`config.mk`:
```
export PLATFORM = sky130hd
export DESIGN_NAME = fib_stack_ctrl_flat
export DESIGN_NICKNAME = d
export VERILOG_FILES = /design/src/rtl/fib_stack_ctrl_if.sv /design/src/rtl/fib_stack_ctrl.sv /design/src/flat_wrapper.sv
export SDC_FILE = /design/constraint.sdc
export NUM_CORES = 1
export LEC_CHECK = 0
export CAP_MARGIN = 20
export CORE_AREA = 2 2 173 175
export CTS_CLUSTER_DIAMETER = 100
export DETAILED_ROUTE_END_ITERATION = 10
export DIE_AREA = 0 0 175 177
export DONT_BUFFER_PORTS = 1
export GPL_ROUTABILITY_DRIVEN = 0
export HOLD_SLACK_MARGIN = 0.08
export PLACE_DENSITY = 0.75
export RECOVER_POWER = 25
export SLEW_MARGIN = 0
export SYNTH_ARGS = -nofsm -noshare
export SYNTH_HDL_FRONTEND = slang
export SYNTH_SLANG_ARGS = --single-unit
```
`constraint.sdc`:
```
create_clock -name clk -period 5.52 [get_ports clk]
set_clock_uncertainty 0.2 [all_clocks]
set_input_delay 0.828 -clock clk [delete_from_list [all_inputs] [get_ports clk]]
set_output_delay 0.828 -clock clk [all_outputs]
set_load 0.01 [all_outputs]
```
`src/rtl/fib_stack_ctrl_if.sv`:
```
// Request/response bundle between the Fibonacci main controller and its frame stack.
interface fib_stack_ctrl_if #(
    parameter int unsigned DW = 8,
    parameter int unsigned AW = 4
) ();
    logic          pushSig;
    logic          popSig;
    logic          flush;
    logic [DW-1:0] push_n;
    logic [DW-1:0] push_flag;
    logic [DW-1:0] push_ret;
    logic [DW-1:0] pop_n;
    logic [DW-1:0] pop_flag;
    logic [DW-1:0] pop_ret;
    logic          readySig;
    logic          full;
    logic          empty;
    logic [AW:0]   depth;
    logic          ovf;
    logic          udf;
    logic          perr;

    modport master (
        output pushSig, popSig, flush, push_n, push_flag, push_ret,
        input  pop_n, pop_flag, pop_ret, readySig, full, empty, depth, ovf, udf, perr
    );

    modport slave (
        input  pushSig, popSig, flush, push_n, push_flag, push_ret,
        output pop_n, pop_flag, pop_ret, readySig, full, empty, depth, ovf, udf, perr
    );
endinterface

```
`src/rtl/fib_stack_ctrl.sv`:
```
// Frame-stack controller: LIFO of {n, flag, ret} call frames with sticky error tracking.
module fib_stack_ctrl #(
    parameter int unsigned DW    = 8,
    parameter int unsigned DEPTH = 16,
    parameter int unsigned AW    = 4
) (
    input  logic             clk,
    input  logic             rst,
    fib_stack_ctrl_if.slave  bus
);
    localparam int unsigned SPW = AW + 1;
    localparam logic [SPW-1:0] SP_FULL = SPW'(DEPTH);

    typedef struct packed {
        logic [DW-1:0] n;
        logic [DW-1:0] flag;
        logic [DW-1:0] ret;
    } frame_t;

    typedef enum logic [1:0] {IDLE, PUSH, POP, ACK} state_t;

    state_t         state, next_state;
    logic [SPW-1:0] sp;
    frame_t         hold_q;
    frame_t         pop_q;
    frame_t         mem [DEPTH];
    logic           ready_q, ovf_q, udf_q, perr_q;

    logic           full_c, empty_c;
    logic [AW-1:0]  wr_idx_c, rd_idx_c;
    logic           capture_c, flush_c, perr_set_c, push_wr_c, pop_rd_c, ovf_set_c, udf_set_c;

    // Stack status straight from the pointer.
    assign full_c   = (sp == SP_FULL);
    assign empty_c  = (sp == '0);
    assign wr_idx_c = AW'(sp);
    assign rd_idx_c = AW'(sp - SPW'(1));

    // State register.
    always_ff @(posedge clk or negedge rst) begin
        if (!rst) state <= IDLE;
        else      state <= next_state;
    end

    // Next-state and per-cycle datapath strobes.
    always_comb begin
        next_state = state;
        capture_c  = 1'b0;
        flush_c    = 1'b0;
        perr_set_c = 1'b0;
        push_wr_c  = 1'b0;
        pop_rd_c   = 1'b0;
        ovf_set_c  = 1'b0;
        udf_set_c  = 1'b0;
        case (state)
            IDLE: begin
                if (bus.flush) begin
                    flush_c    = 1'b1;
                    next_state = ACK;
                end else if (bus.pushSig && bus.popSig) begin
                    perr_set_c = 1'b1;
                    next_state = ACK;
                end else if (bus.pushSig) begin
                    capture_c  = 1'b1;
                    next_state = PUSH;
                end else if (bus.popSig) begin
                    next_state = POP;
                end
            end
            PUSH: begin
                if (!full_c) push_wr_c = 1'b1;
                else         ovf_set_c = 1'b1;
                next_state = ACK;
            end
            POP: begin
                if (!empty_c) pop_rd_c  = 1'b1;
                else          udf_set_c = 1'b1;
                next_state = ACK;
            end
            ACK:     next_state = IDLE;
            default: next_state = IDLE;
        endcase
    end

    // Pointer, holding register, popped frame, completion pulse and sticky errors.
    always_ff @(posedge clk or negedge rst) begin
        if (!rst) begin
            sp      <= '0;
            hold_q  <= '0;
            pop_q   <= '0;
            ready_q <= 1'b0;
            ovf_q   <= 1'b0;
            udf_q   <= 1'b0;
            perr_q  <= 1'b0;
        end else begin
            ready_q <= (next_state == ACK);
            if (capture_c) hold_q <= '{n: bus.push_n, flag: bus.push_flag, ret: bus.push_ret};
            if (pop_rd_c)  pop_q  <= mem[rd_idx_c];
            if (flush_c)        sp <= '0;
            else if (push_wr_c) sp <= sp + SPW'(1);
            else if (pop_rd_c)  sp <= sp - SPW'(1);
            if (flush_c) begin
                ovf_q  <= 1'b0;
                udf_q  <= 1'b0;
                perr_q <= 1'b0;
            end else begin
                if (ovf_set_c)  ovf_q  <= 1'b1;
                if (udf_set_c)  udf_q  <= 1'b1;
                if (perr_set_c) perr_q <= 1'b1;
            end
        end
    end

    // Frame storage; contents are deliberately not reset.
    always_ff @(posedge clk) begin
        if (push_wr_c) mem[wr_idx_c] <= hold_q;
    end

    assign bus.pop_n    = pop_q.n;
    assign bus.pop_flag = pop_q.flag;
    assign bus.pop_ret  = pop_q.ret;
    assign bus.readySig = ready_q;
    assign bus.full     = full_c;
    assign bus.empty    = empty_c;
    assign bus.depth    = sp;
    assign bus.ovf      = ovf_q;
    assign bus.udf      = udf_q;
    assign bus.perr     = perr_q;
endmodule

```
`src/flat_wrapper.sv`:
```
// flat-port wrapper written by rule: the top's interface ports become plain ports
module fib_stack_ctrl_flat 
#(
    parameter int unsigned DW    = 8,
    parameter int unsigned DEPTH = 16,
    parameter int unsigned AW    = 4
)
  (clk, rst, bus_pushSig, bus_popSig, bus_flush, bus_push_n, bus_push_flag, bus_push_ret, bus_pop_n, bus_pop_flag, bus_pop_ret, bus_readySig, bus_full, bus_empty, bus_depth, bus_ovf, bus_udf, bus_perr);
  fib_stack_ctrl_if #(.DW(DW), .AW(AW)) bus_i ();
  input  logic clk;
  input  logic rst;
  input wire logic [$bits(bus_i.pushSig)-1:0] bus_pushSig;
  input wire logic [$bits(bus_i.popSig)-1:0] bus_popSig;
  input wire logic [$bits(bus_i.flush)-1:0] bus_flush;
  input wire logic [$bits(bus_i.push_n)-1:0] bus_push_n;
  input wire logic [$bits(bus_i.push_flag)-1:0] bus_push_flag;
  input wire logic [$bits(bus_i.push_ret)-1:0] bus_push_ret;
  output wire logic [$bits(bus_i.pop_n)-1:0] bus_pop_n;
  output wire logic [$bits(bus_i.pop_flag)-1:0] bus_pop_flag;
  output wire logic [$bits(bus_i.pop_ret)-1:0] bus_pop_ret;
  output wire logic [$bits(bus_i.readySig)-1:0] bus_readySig;
  output wire logic [$bits(bus_i.full)-1:0] bus_full;
  output wire logic [$bits(bus_i.empty)-1:0] bus_empty;
  output wire logic [$bits(bus_i.depth)-1:0] bus_depth;
  output wire logic [$bits(bus_i.ovf)-1:0] bus_ovf;
  output wire logic [$bits(bus_i.udf)-1:0] bus_udf;
  output wire logic [$bits(bus_i.perr)-1:0] bus_perr;
  assign bus_i.pushSig = bus_pushSig;
  assign bus_i.popSig = bus_popSig;
  assign bus_i.flush = bus_flush;
  assign bus_i.push_n = bus_push_n;
  assign bus_i.push_flag = bus_push_flag;
  assign bus_i.push_ret = bus_push_ret;
  assign bus_pop_n = bus_i.pop_n;
  assign bus_pop_flag = bus_i.pop_flag;
  assign bus_pop_ret = bus_i.pop_ret;
  assign bus_readySig = bus_i.readySig;
  assign bus_full = bus_i.full;
  assign bus_empty = bus_i.empty;
  assign bus_depth = bus_i.depth;
  assign bus_ovf = bus_i.ovf;
  assign bus_udf = bus_i.udf;
  assign bus_perr = bus_i.perr;
  fib_stack_ctrl #(.DW(DW), .DEPTH(DEPTH), .AW(AW)) u_core (.clk(clk), .rst(rst), .bus(bus_i));
endmodule
```
==> impl_metrics.env <==
export IMPL_synth_top_area_share_pct=67.1
export IMPL_p_leak_nw=6.79
export IMPL_die_x_um=175
export IMPL_viasPerCell=6.33
export IMPL_dpl_instance_area_um2=17700
export IMPL_fin_crit_sh_pct=72.1
export IMPL_ys_ff_latch=443
export IMPL_ant_nets=0
export IMPL_first_pass_iters=7
export IMPL_drive_gt1_share_pct=12.5
export IMPL_yosys_area_top_type="edfxtp_1"
export IMPL_grt_pass1_vias=9391
export IMPL_critPathArrivalTime_ns=4.24
export IMPL_fin_nets=1128
export IMPL_numPortBuffers=0
export IMPL_syn_area_um2=17200
export IMPL_peakVddDrop_mv=0.551
export IMPL_post_place_ws_ns=1.58
export IMPL_worstSkewPairLatency_ns=0.53
export IMPL_final_fill_count=1922
export IMPL_cts_tree="yes"
export IMPL_yosysSeqAreaShare_pct=75.7
export IMPL_hold_ws_ns=0.239
export IMPL_overflow=0
export IMPL_die_h_um=177
export IMPL_rsz0062_at_grt="false"
export IMPL_grt_usage_pct=25.5
export IMPL_status="completed"
export IMPL_hold_violations=0
export IMPL_min_path_type="in2reg"
export IMPL_grt_max_degree=75
export IMPL_start_util_pct=58.8
export IMPL_cts_htree_levels=2
export IMPL_first_iter_violations=1099
export IMPL_ios=64
export IMPL_synth_fp_nets=1115
export IMPL_grt_pass1_wl_mm=57.7
export IMPL_rows=63
export IMPL_yosys_top_cells_area="edfxtp_1 (67%), dfrtp_1 (8.6%), mux2i_1 (6.8%), nand2_1 (3.8%), a32oi_1 (2.4%)"
export IMPL_syn_inst=1077
export IMPL_ff_latch_area_um2=13000
export IMPL_tightest_slew_ns=0.971
export IMPL_wl_mm=38.9
export IMPL_min_period_ns=3.98
export IMPL_yosysUniqueCellTypes=36
export IMPL_power_w=0.0120
export IMPL_setup_slack_ns=1.54
export IMPL_fin_area_um2=19100
export IMPL_cap_violations=0
export IMPL_drc=0
export IMPL_routedWlPerCell_um=25.7
export IMPL_postSynthAreaPerCell_um2=16.0
export IMPL_clock_path_buffers=3
export IMPL_cts_root_buf="clkbuf_16"
export IMPL_fp_dieArea_um2=31000
export IMPL_multi_input_area_um2=3930
export IMPL_yosysWarnings=0
export IMPL_tns_ns=0
export IMPL_core_area_um2=29200
export IMPL_cts_sinks=443
export IMPL_dpl_hpwl_mm=22.2
export IMPL_p_per_area_nw_per_um2=626
export IMPL_final_common_cell="edfxtp_1"
export IMPL_vias=9582
export IMPL_cts_made_buffers=43
export IMPL_critical_path_peak_fanout=59
export IMPL_antenna_found_initial=0
export IMPL_worst_setup_path_start_kind="flop"
export IMPL_final_cell_mix="edfxtp_1 (384), nand2_1 (175), mux2i_1 (116), dfrtp_1 (59)"
export IMPL_post_cts_resized=0
export IMPL_end_kind="flop"
export IMPL_finalSetupViolCount=0
export IMPL_drv_slew=0
export IMPL_fmax_mhz=251
export IMPL_critPathKind="reg2reg"
export IMPL_area_growth_pct=11.1
export IMPL_clk_pin_slew_worst_paths_ns=0.06
export IMPL_required_ns=5.78
export IMPL_n_antenna_cell=0
export IMPL_relSlewSlack_pct=35.3
## report_power, final
group | leakage (nW) | total (W) | internal [W] | switching, W
clock | 0.685 | 0.00283 | 0.00165 | 0.00117
combinational | 1.88 | 0.00388 | 0.00136 | 0.00251
sequential | 4.22 | 0.00525 | 0.00450 | 0.000749
total | 6.79 | 0.0120 | 0.00752 | 0.00444
## stage by stage
step	cells	utilization (%)
2_1_floorplan	1077	-
3_3_place_gp	1433	60.4
3_5_place_dp	1433	60.4
4_1_cts	1514	65.3
5_1_grt	1514	65.3
6_report	1514	65.3
## cell type report
class,instances,share of cell area (%)
clock buffers,62,6.70
clock inverters,17,0.537
repair buffers,32,1.38
well taps,390,2.56
inverters,6,0.118
multi-input cells,564,20.6
flip-flops and latches,443,68.1
## cells in the mapped netlist, drive strengths merged
library cell and instances:
a211oi 1, a21oi 4, a221oi 1, a22oi 48, a31oi 3, a32oi 47, and2 7, and3 7
and4 1, buf 33, clkbuf 31, dfrtp 59, edfxtp 384, ha 9, inv 6, mux2 24
mux2i 116, mux4 2, nand2 175, nand2b 4, nand3 48, nand4 24, nand4bb 1, nor2 23
nor2b 6, nor3 3, nor3b 2, nor4b 1, xnor2 4, xor2 3
## critical path: stages, from the launching register on
cell     delay, ns
dfrtp_1       0.85
inv_1         0.39
ha_1          0.43
xor2_4        0.57
buf_4         0.70
mux2i_1       0.18
a32oi_1       0.22
nand4_1       0.22
nand2_1       0.11
## flip-flops by register name, indices dropped and copies added (netlist names)
signal and flops:
u_core.bus.ovf 1, u_core.bus.depth 5, u_core.state 2, u_core.bus.readySig 1, u_core.hold_q 24, u_core.bus.pop_ret 8
u_core.bus.pop_n 8, u_core.bus.perr 1, u_core.bus.pop_flag 8, u_core.mem 384, u_core.bus.udf 1
## metal layers
| metal | GRT usage [%] | vias to the layer above | share of wire (%) |
|---|---|---|---|
| met5 | 0 | - | 0 |
| met4 | 8.16 | 0 | 2.6 |
| met3 | 5.67 | 83 | 9.1 |
| met2 | 39.4 | 479 | 46 |
| met1 | 36.6 | 4865 | 42 |
| li1 | - | 4155 | - |
## path summary, 6_finish.rpt
kind / from / endpoint / slack (ns) / cells past startpoint
max: u_core.bus.depth[0] / u_core.bus.pop_ret[0] / 1.54 / 8
min: bus_push_ret[4] / u_core.hold_q[4] / 0.24 / 1
max in group asynchronous: rst / u_core.bus.pop_flag[4] / 4.19 / 2
min in group asynchronous: rst / u_core.hold_q[5] / 0.63 / 2
max reg2reg: u_core.bus.depth[0] / u_core.bus.pop_ret[0] / 1.54 / 8
min reg2reg: u_core.bus.pop_n[6] / u_core.bus.pop_n[6] / 0.38 / 2
## cells by family after synthesis
| group | after synthesis | share of synthesized area, % |
|---|---|---|
| DFF | 443 | 75.7 |
| and+or+nand+nor | 302 | 7.91 |
| muxes | 142 | 8.59 |
| AOI/OAI and AO/OA | 104 | 4.81 |
| buffers and inverters | 70 | 1.94 |
| adders and majority gates | 9 | 0.655 |
| xor gates and xnor gates | 7 | 0.400 |
## repair_timing
action	4_1_cts	5_1_grt
setup buffers	0	0
endpoints found under the hold margin	59	0
hold buffers	2	0
Power figures use the tool's default switching activity.
